[config.mk]
export PLATFORM = sky130hd
export DESIGN_NAME = adc_xy_avg
export DESIGN_NICKNAME = d
export VERILOG_FILES = /design/src/rtl/adc_xy_avg.sv
export SDC_FILE = /design/constraint.sdc
export NUM_CORES = 1
export LEC_CHECK = 0
export ABC_AREA = 1
export CORE_UTILIZATION = 59
export CTS_CLUSTER_DIAMETER = 150
export DETAILED_ROUTE_END_ITERATION = 12
export GPL_TIMING_DRIVEN = 1
export PLACE_DENSITY = 0.86
export SYNTH_ARGS = -nofsm -noshare
export SYNTH_HDL_FRONTEND = slang
export SYNTH_SLANG_ARGS = --single-unit
[constraint.sdc]
create_clock -name clk -period 3.7 [get_ports clk]
set_input_delay 0.74 -clock clk [delete_from_list [all_inputs] [get_ports clk]]
set_output_delay 0.74 -clock clk [all_outputs]
set_load 0.03 [all_outputs]
[src/rtl/adc_xy_avg.sv]
// -----------------------------------------------------------------------------
// adc_xy_avg
//
// Box-car decimating averager for the dual-channel XY ADC sample stream.
// Accumulates 2^LOG2_SAMPLES consecutive accepted sample pairs per channel and
// emits one averaged XY pair per group on a valid/ready output.
//
// Parameters:
//   DATA_BITS     width of each ADC channel sample
//   LOG2_SAMPLES  log2 of samples per group (0 = registered pass-through)
//
// Ports:
//   clk       system clock, all logic on posedge
//   reset     synchronous, active-high reset
//   s_tvalid  upstream sample pair valid
//   s_tready  block can accept the upstream pair this cycle
//   s_adc_x   upstream X sample
//   s_adc_y   upstream Y sample
//   m_tvalid  averaged pair valid
//   m_tready  downstream accepts averaged pair
//   m_adc_x   averaged X
//   m_adc_y   averaged Y
//
// Build option:
//   ADC_XY_AVG_ROUND_EN  when defined, the group sum gets N/2 added before the
//                        shift (round half up); otherwise the shift truncates.
// -----------------------------------------------------------------------------
module adc_xy_avg #(
    parameter int DATA_BITS    = 10,
    parameter int LOG2_SAMPLES = 2
) (
    input  logic                 clk,
    input  logic                 reset,
    input  logic                 s_tvalid,
    output logic                 s_tready,
    input  logic [DATA_BITS-1:0] s_adc_x,
    input  logic [DATA_BITS-1:0] s_adc_y,
    output logic                 m_tvalid,
    input  logic                 m_tready,
    output logic [DATA_BITS-1:0] m_adc_x,
    output logic [DATA_BITS-1:0] m_adc_y
);

    localparam int N     = 1 << LOG2_SAMPLES;
    localparam int ACC_W = DATA_BITS + LOG2_SAMPLES;
    // A zero-width counter is not legal, so the pass-through build keeps one
    // dummy bit that never leaves zero.
    localparam int CNT_W = (LOG2_SAMPLES > 0) ? LOG2_SAMPLES : 1;
    localparam logic [CNT_W-1:0] CNT_LAST = CNT_W'(N - 1);

    typedef enum logic {
        ACCUM = 1'b0,
        HOLD  = 1'b1
    } state_t;

    state_t               state, state_next;
    logic [CNT_W-1:0]     cnt_p0;
    logic [ACC_W-1:0]     acc_x_p0, acc_y_p0;
    logic [ACC_W-1:0]     sum_x_p0, sum_y_p0;
    logic [DATA_BITS-1:0] avg_x_p1, avg_y_p1;
    logic                 vld_p1;
    logic                 is_final;
    logic                 accept;
    logic                 load;

    // Divide the group sum by N. The worst-case sum plus the rounding bias is
    // N*2^DATA_BITS - N/2, which still fits ACC_W bits, so the result never
    // exceeds the full-scale sample value.
    function automatic logic [DATA_BITS-1:0] avg_of(input logic [ACC_W-1:0] sum);
`ifdef ADC_XY_AVG_ROUND_EN
        logic [ACC_W-1:0] biased;
        biased = sum + ACC_W'(N / 2);
        return DATA_BITS'(biased >> LOG2_SAMPLES);
`else
        return DATA_BITS'(sum >> LOG2_SAMPLES);
`endif
    endfunction

    // ---- stage p0: accumulate incoming beats --------------------------------
    assign is_final = (LOG2_SAMPLES == 0) ? 1'b1 : (cnt_p0 == CNT_LAST);
    assign vld_p1   = (state == HOLD);

    // Only the group-closing beat needs the output register, so only that beat
    // waits for an undelivered result; m_tready feeds through combinationally.
    assign s_tready = !(vld_p1 && !m_tready && is_final);
    assign accept   = s_tvalid && s_tready;
    assign load     = accept && is_final;

    assign sum_x_p0 = acc_x_p0 + ACC_W'(s_adc_x);
    assign sum_y_p0 = acc_y_p0 + ACC_W'(s_adc_y);

    always_ff @(posedge clk) begin
        if (reset) begin
            cnt_p0   <= '0;
            acc_x_p0 <= '0;
            acc_y_p0 <= '0;
            avg_x_p1 <= '0;
            avg_y_p1 <= '0;
        end else if (accept) begin
            if (is_final) begin
                cnt_p0   <= '0;
                acc_x_p0 <= '0;
                acc_y_p0 <= '0;
                avg_x_p1 <= avg_of(sum_x_p0);
                avg_y_p1 <= avg_of(sum_y_p0);
            end else begin
                cnt_p0   <= cnt_p0 + CNT_W'(1);
                acc_x_p0 <= sum_x_p0;
                acc_y_p0 <= sum_y_p0;
            end
        end
    end

    // ---- stage p1: output hold controller -----------------------------------
    always_ff @(posedge clk) begin
        if (reset) begin
            state <= ACCUM;
        end else begin
            state <= state_next;
        end
    end

    // A consume and a fresh load on the same edge keep HOLD with new data.
    always_comb begin
        state_next = state;
        case (state)
            ACCUM: begin
                if (load) begin
                    state_next = HOLD;
                end
            end
            HOLD: begin
                if (m_tready && !load) begin
                    state_next = ACCUM;
                end
            end
            default: state_next = ACCUM;
        endcase
    end

    assign m_tvalid = vld_p1;
    assign m_adc_x  = avg_x_p1;
    assign m_adc_y  = avg_y_p1;

endmodule

==> results.toml <==
[run_status]
status = "complete, no violations"

[placement]
dp_hpwl_microns = 5280
post-place-ws_ps = 890
io_buffers = 45
gp_congestion = 0.900
post_dp_cell_area_sq_um = 3500

[timing]
rsz0062_at_grt = "false"
worstMarginPinSlew_ps = 690
fmax_mhz = 363
finalHoldViolCount = 0
slew_headroom_pct = 54.0
tns_ps = 0
slew_viol_final = 0
setup_ws_ps = 949
period_share_pct = 74.4
final.min_clock_period_ps = 2750
clock_skew_ps = 12.5
setup_viol = 0

[setup_path]
endpoint_kind = "output pin"
crit_top_cell = "clkdlybuf4s50_1"
crit_start = "m_tready"
rr_worst_depth = 7
path_cells = "clkdlybuf4s50_1, nor2_1, nand2_2, clkdlybuf4s50_1"
rrSetupSlack_ps = 1480
worstPathRequired_ps = 2960
r2r_end = "acc_y_p0[11]$_SDFFE_PP0N_"
rr_startpoint = "cnt_p0[0]$_SDFFE_PP0N_"
cp-endpoint = "s_tready"
crit_buf_inv = 2
crit_type = "in -> out"
critPathSlowestCell = "clkdlybuf4s50_1"
cpPeakStageDelay_ps = 670
path_depth = 4
start_kind = "input port"
critPathMaxFanout = 2
crit_arrival_ps = 2010
path_delay_family = "buffers and inverters"

[floorplan]
initial_core_util_pct = 62.6
die_h_microns = 73.5
fp-row-count = 25
dieArea_sq_um = 5400
core_area_sq_um = 4820
io_pins = 46
chipWidth_microns = 73.5

[synthesis]
syn_inst = 456
yosys.area_share.simple_pct = 29.3
yosys_warnings = 0
synth_top_family_by_area = "simple AND/OR/NAND/NOR gates"
netlist_area_sq_um = 3020
synth-seq-cells = 47
syn_area_per_cell_sq_um = 6.61
syn_nets = 503
yosys.area_share.adder_pct = 10.0
synth.mux.area_fraction_pct = 0
synth-xor-area-share_pct = 2.90
ys_types = 28
ys_seq_area_share_pct = 31.2
synth_compound_area_share_pct = 14.9

[global_routing]
antenna_found_initial = 0
grt_max_degree = 29
grt_pass1_vias = 2765
grt_pass1_wl_microns = 12200
grt_overflow = 0
grt_use_total_pct = 29.4

[clock_network]
cts_resized = 0
path_clk_slew_ps = 80
cts_made_buffers = 5
cts_hold_buf = 0
clock_sinks = 47
post_cts_buffers = 0
clk_path_buf_depth = 2
h-tree-depth = 2
cts_root_buf = "clkbuf_8"
worstSkewPairLatency_ps = 310
tritoncts = "built"

[finish]
syn2layout_area_growth_pct = 19.0
fin_nets = 545
layout-drive-gt1-share_pct = 6.61
final_area_sq_um = 3590
diodes = 0

[pwr]
p_per_area_nw_per_um2 = 362
leakage_nw = 1.85
ir_worst_vdd_mv = 0.286
p_total_mw = 1.30

[route]
drc = 0
postRouteAntennaNets = 0
drt-wirelength-per-cell_microns = 12.8
drt_iter0_drc = 281
vias = 2970
dr.pass1.iters = 4
wl_microns = 7250
vias_per_cell = 5.25

[job]
drv_cap = 0

[worst_hold_path]
hold_class = "reg -> reg"
[cell families after synthesis]
logic type / after synthesis
AOI/OAI and AO/OA: 73
DFF: 47
buffers and inverters: 87
xor gates and xnor gates: 10
and+or+nand+nor: 216
adders and majority gates: 23
[flip-flops by register name (all words and copies together), names as in the netlist]
signal and cells:
acc_x_p0 12, m_adc_y 10, acc_y_p0 12, cnt_p0 2
m_adc_x 10, m_tvalid 1
[worst min-delay path by stage]
stage / to / slack [ps] / cells past startpoint / start
detailed placement: m_adc_y[0]$_SDFFE_PP0P_ / 460 / 2 / m_adc_y[0]$_SDFFE_PP0P_
global route: acc_y_p0[6]$_SDFFE_PP0N_ / 490 / 2 / acc_y_p0[6]$_SDFFE_PP0N_
finish: m_adc_y[0]$_SDFFE_PP0P_ / 480 / 2 / m_adc_y[0]$_SDFFE_PP0P_
global placement: acc_x_p0[9]$_SDFFE_PP0N_ / 460 / 2 / acc_x_p0[9]$_SDFFE_PP0N_
CTS: acc_x_p0[0]$_SDFFE_PP0N_ / 480 / 2 / acc_x_p0[0]$_SDFFE_PP0N_
floorplan: cnt_p0[0]$_SDFFE_PP0N_ / 440 / 1 / cnt_p0[0]$_SDFFE_PP0N_
[synth_stat cells, drive strengths merged]
| cell type | instances | area (sq um) |
|---|---|---|
| xor2 | 8 | 70.1 |
| o21bai | 2 | 15.0 |
| inv | 75 | 287 |
| ha | 21 | 263 |
| buf | 5 | 37.5 |
| or2 | 2 | 12.5 |
| clkbuf | 7 | 30.0 |
| a211oi | 1 | 7.51 |
| o21ai | 18 | 120 |
| xnor2 | 2 | 17.5 |
| o21a | 15 | 113 |
| fa | 2 | 40.0 |
| a21oi | 34 | 170 |
| nor2 | 25 | 93.8 |
| a21boi | 2 | 15.0 |
| nand2 | 156 | 603 |
| nand4 | 6 | 37.5 |
| nand3 | 27 | 135 |
| dfxtp | 47 | 941 |
| a21o | 1 | 7.51 |
[metrics by stage]
| stage | std cells | hold slack [ps] | util (%) |
|---|---|---|---|
| 2_1_floorplan | 456 | 443 | - |
| 3_3_place_gp | 558 | 457 | 72.6 |
| 3_5_place_dp | 558 | 463 | 72.6 |
| 4_1_cts | 566 | 476 | 74.5 |
| 5_1_grt | 566 | 493 | 74.5 |
| 6_report | 566 | 475 | 74.5 |
[cell type report]
| class | count | area (sq um) |
|---|---|---|
| sequential | 47 | 941 |
| clock inverter | 3 | 22.5 |
| clock buffer | 5 | 68.8 |
| inverter | 75 | 287 |
| tap | 67 | 83.8 |
| multi-input combinational | 322 | 1720 |
| fill | 421 | 1230 |
| timing repair buffer | 47 | 465 |
[power breakdown]
group / total [mW] / switching (mW) / leakage [nW] / internal (mW)
sequential: 0.564 / 0.0230 / 0.384 / 0.541
clock: 0.328 / 0.191 / 0.0489 / 0.137
combinational: 0.407 / 0.253 / 1.42 / 0.154
[routing by layer]
metal  share of wire, %  global-route usage, %  vias to the layer above  wire [microns]
met3                5.1                   5.21                       13             369
met5                  0                      0                        -               0
met4                1.8                   10.3                        0             133
met2                 47                   50.4                       85            3440
met1                 46                   37.0                     1353            3310
li1                   -                      -                     1519               -
[worst register-to-register path: cells and delay by family (launching register included)]
kind | cells | cell delay, ps
buf+inv | 1 | 360
fa+ha+maj | 1 | 290
compound gates | 1 | 120
simple gates | 4 | 1040
flops | 1 | 340
[cell usage in the layout, fill, tap and decap left out, types with 2 or more instances in the layout]
cell type / instances
o21bai_1: 2
clkbuf_8: 5
fa_1: 2
nand4_1: 6
inv_6: 2
ha_1: 21
clkdlybuf4s50_1: 45
a21boi_0: 2
xnor2_1: 2
buf_4: 2
or2_2: 2
o21a_1: 15
xor2_1: 8
nand3_1: 27
inv_4: 2
nand2_4: 2
o21ai_2: 8
o21ai_1: 4
nand2_1: 153
inv_1: 65
o21ai_0: 6
nor2_1: 25
a21oi_1: 34
inv_2: 8
dfxtp_1: 47
Note: power is estimated with default switching activity, not from simulation.
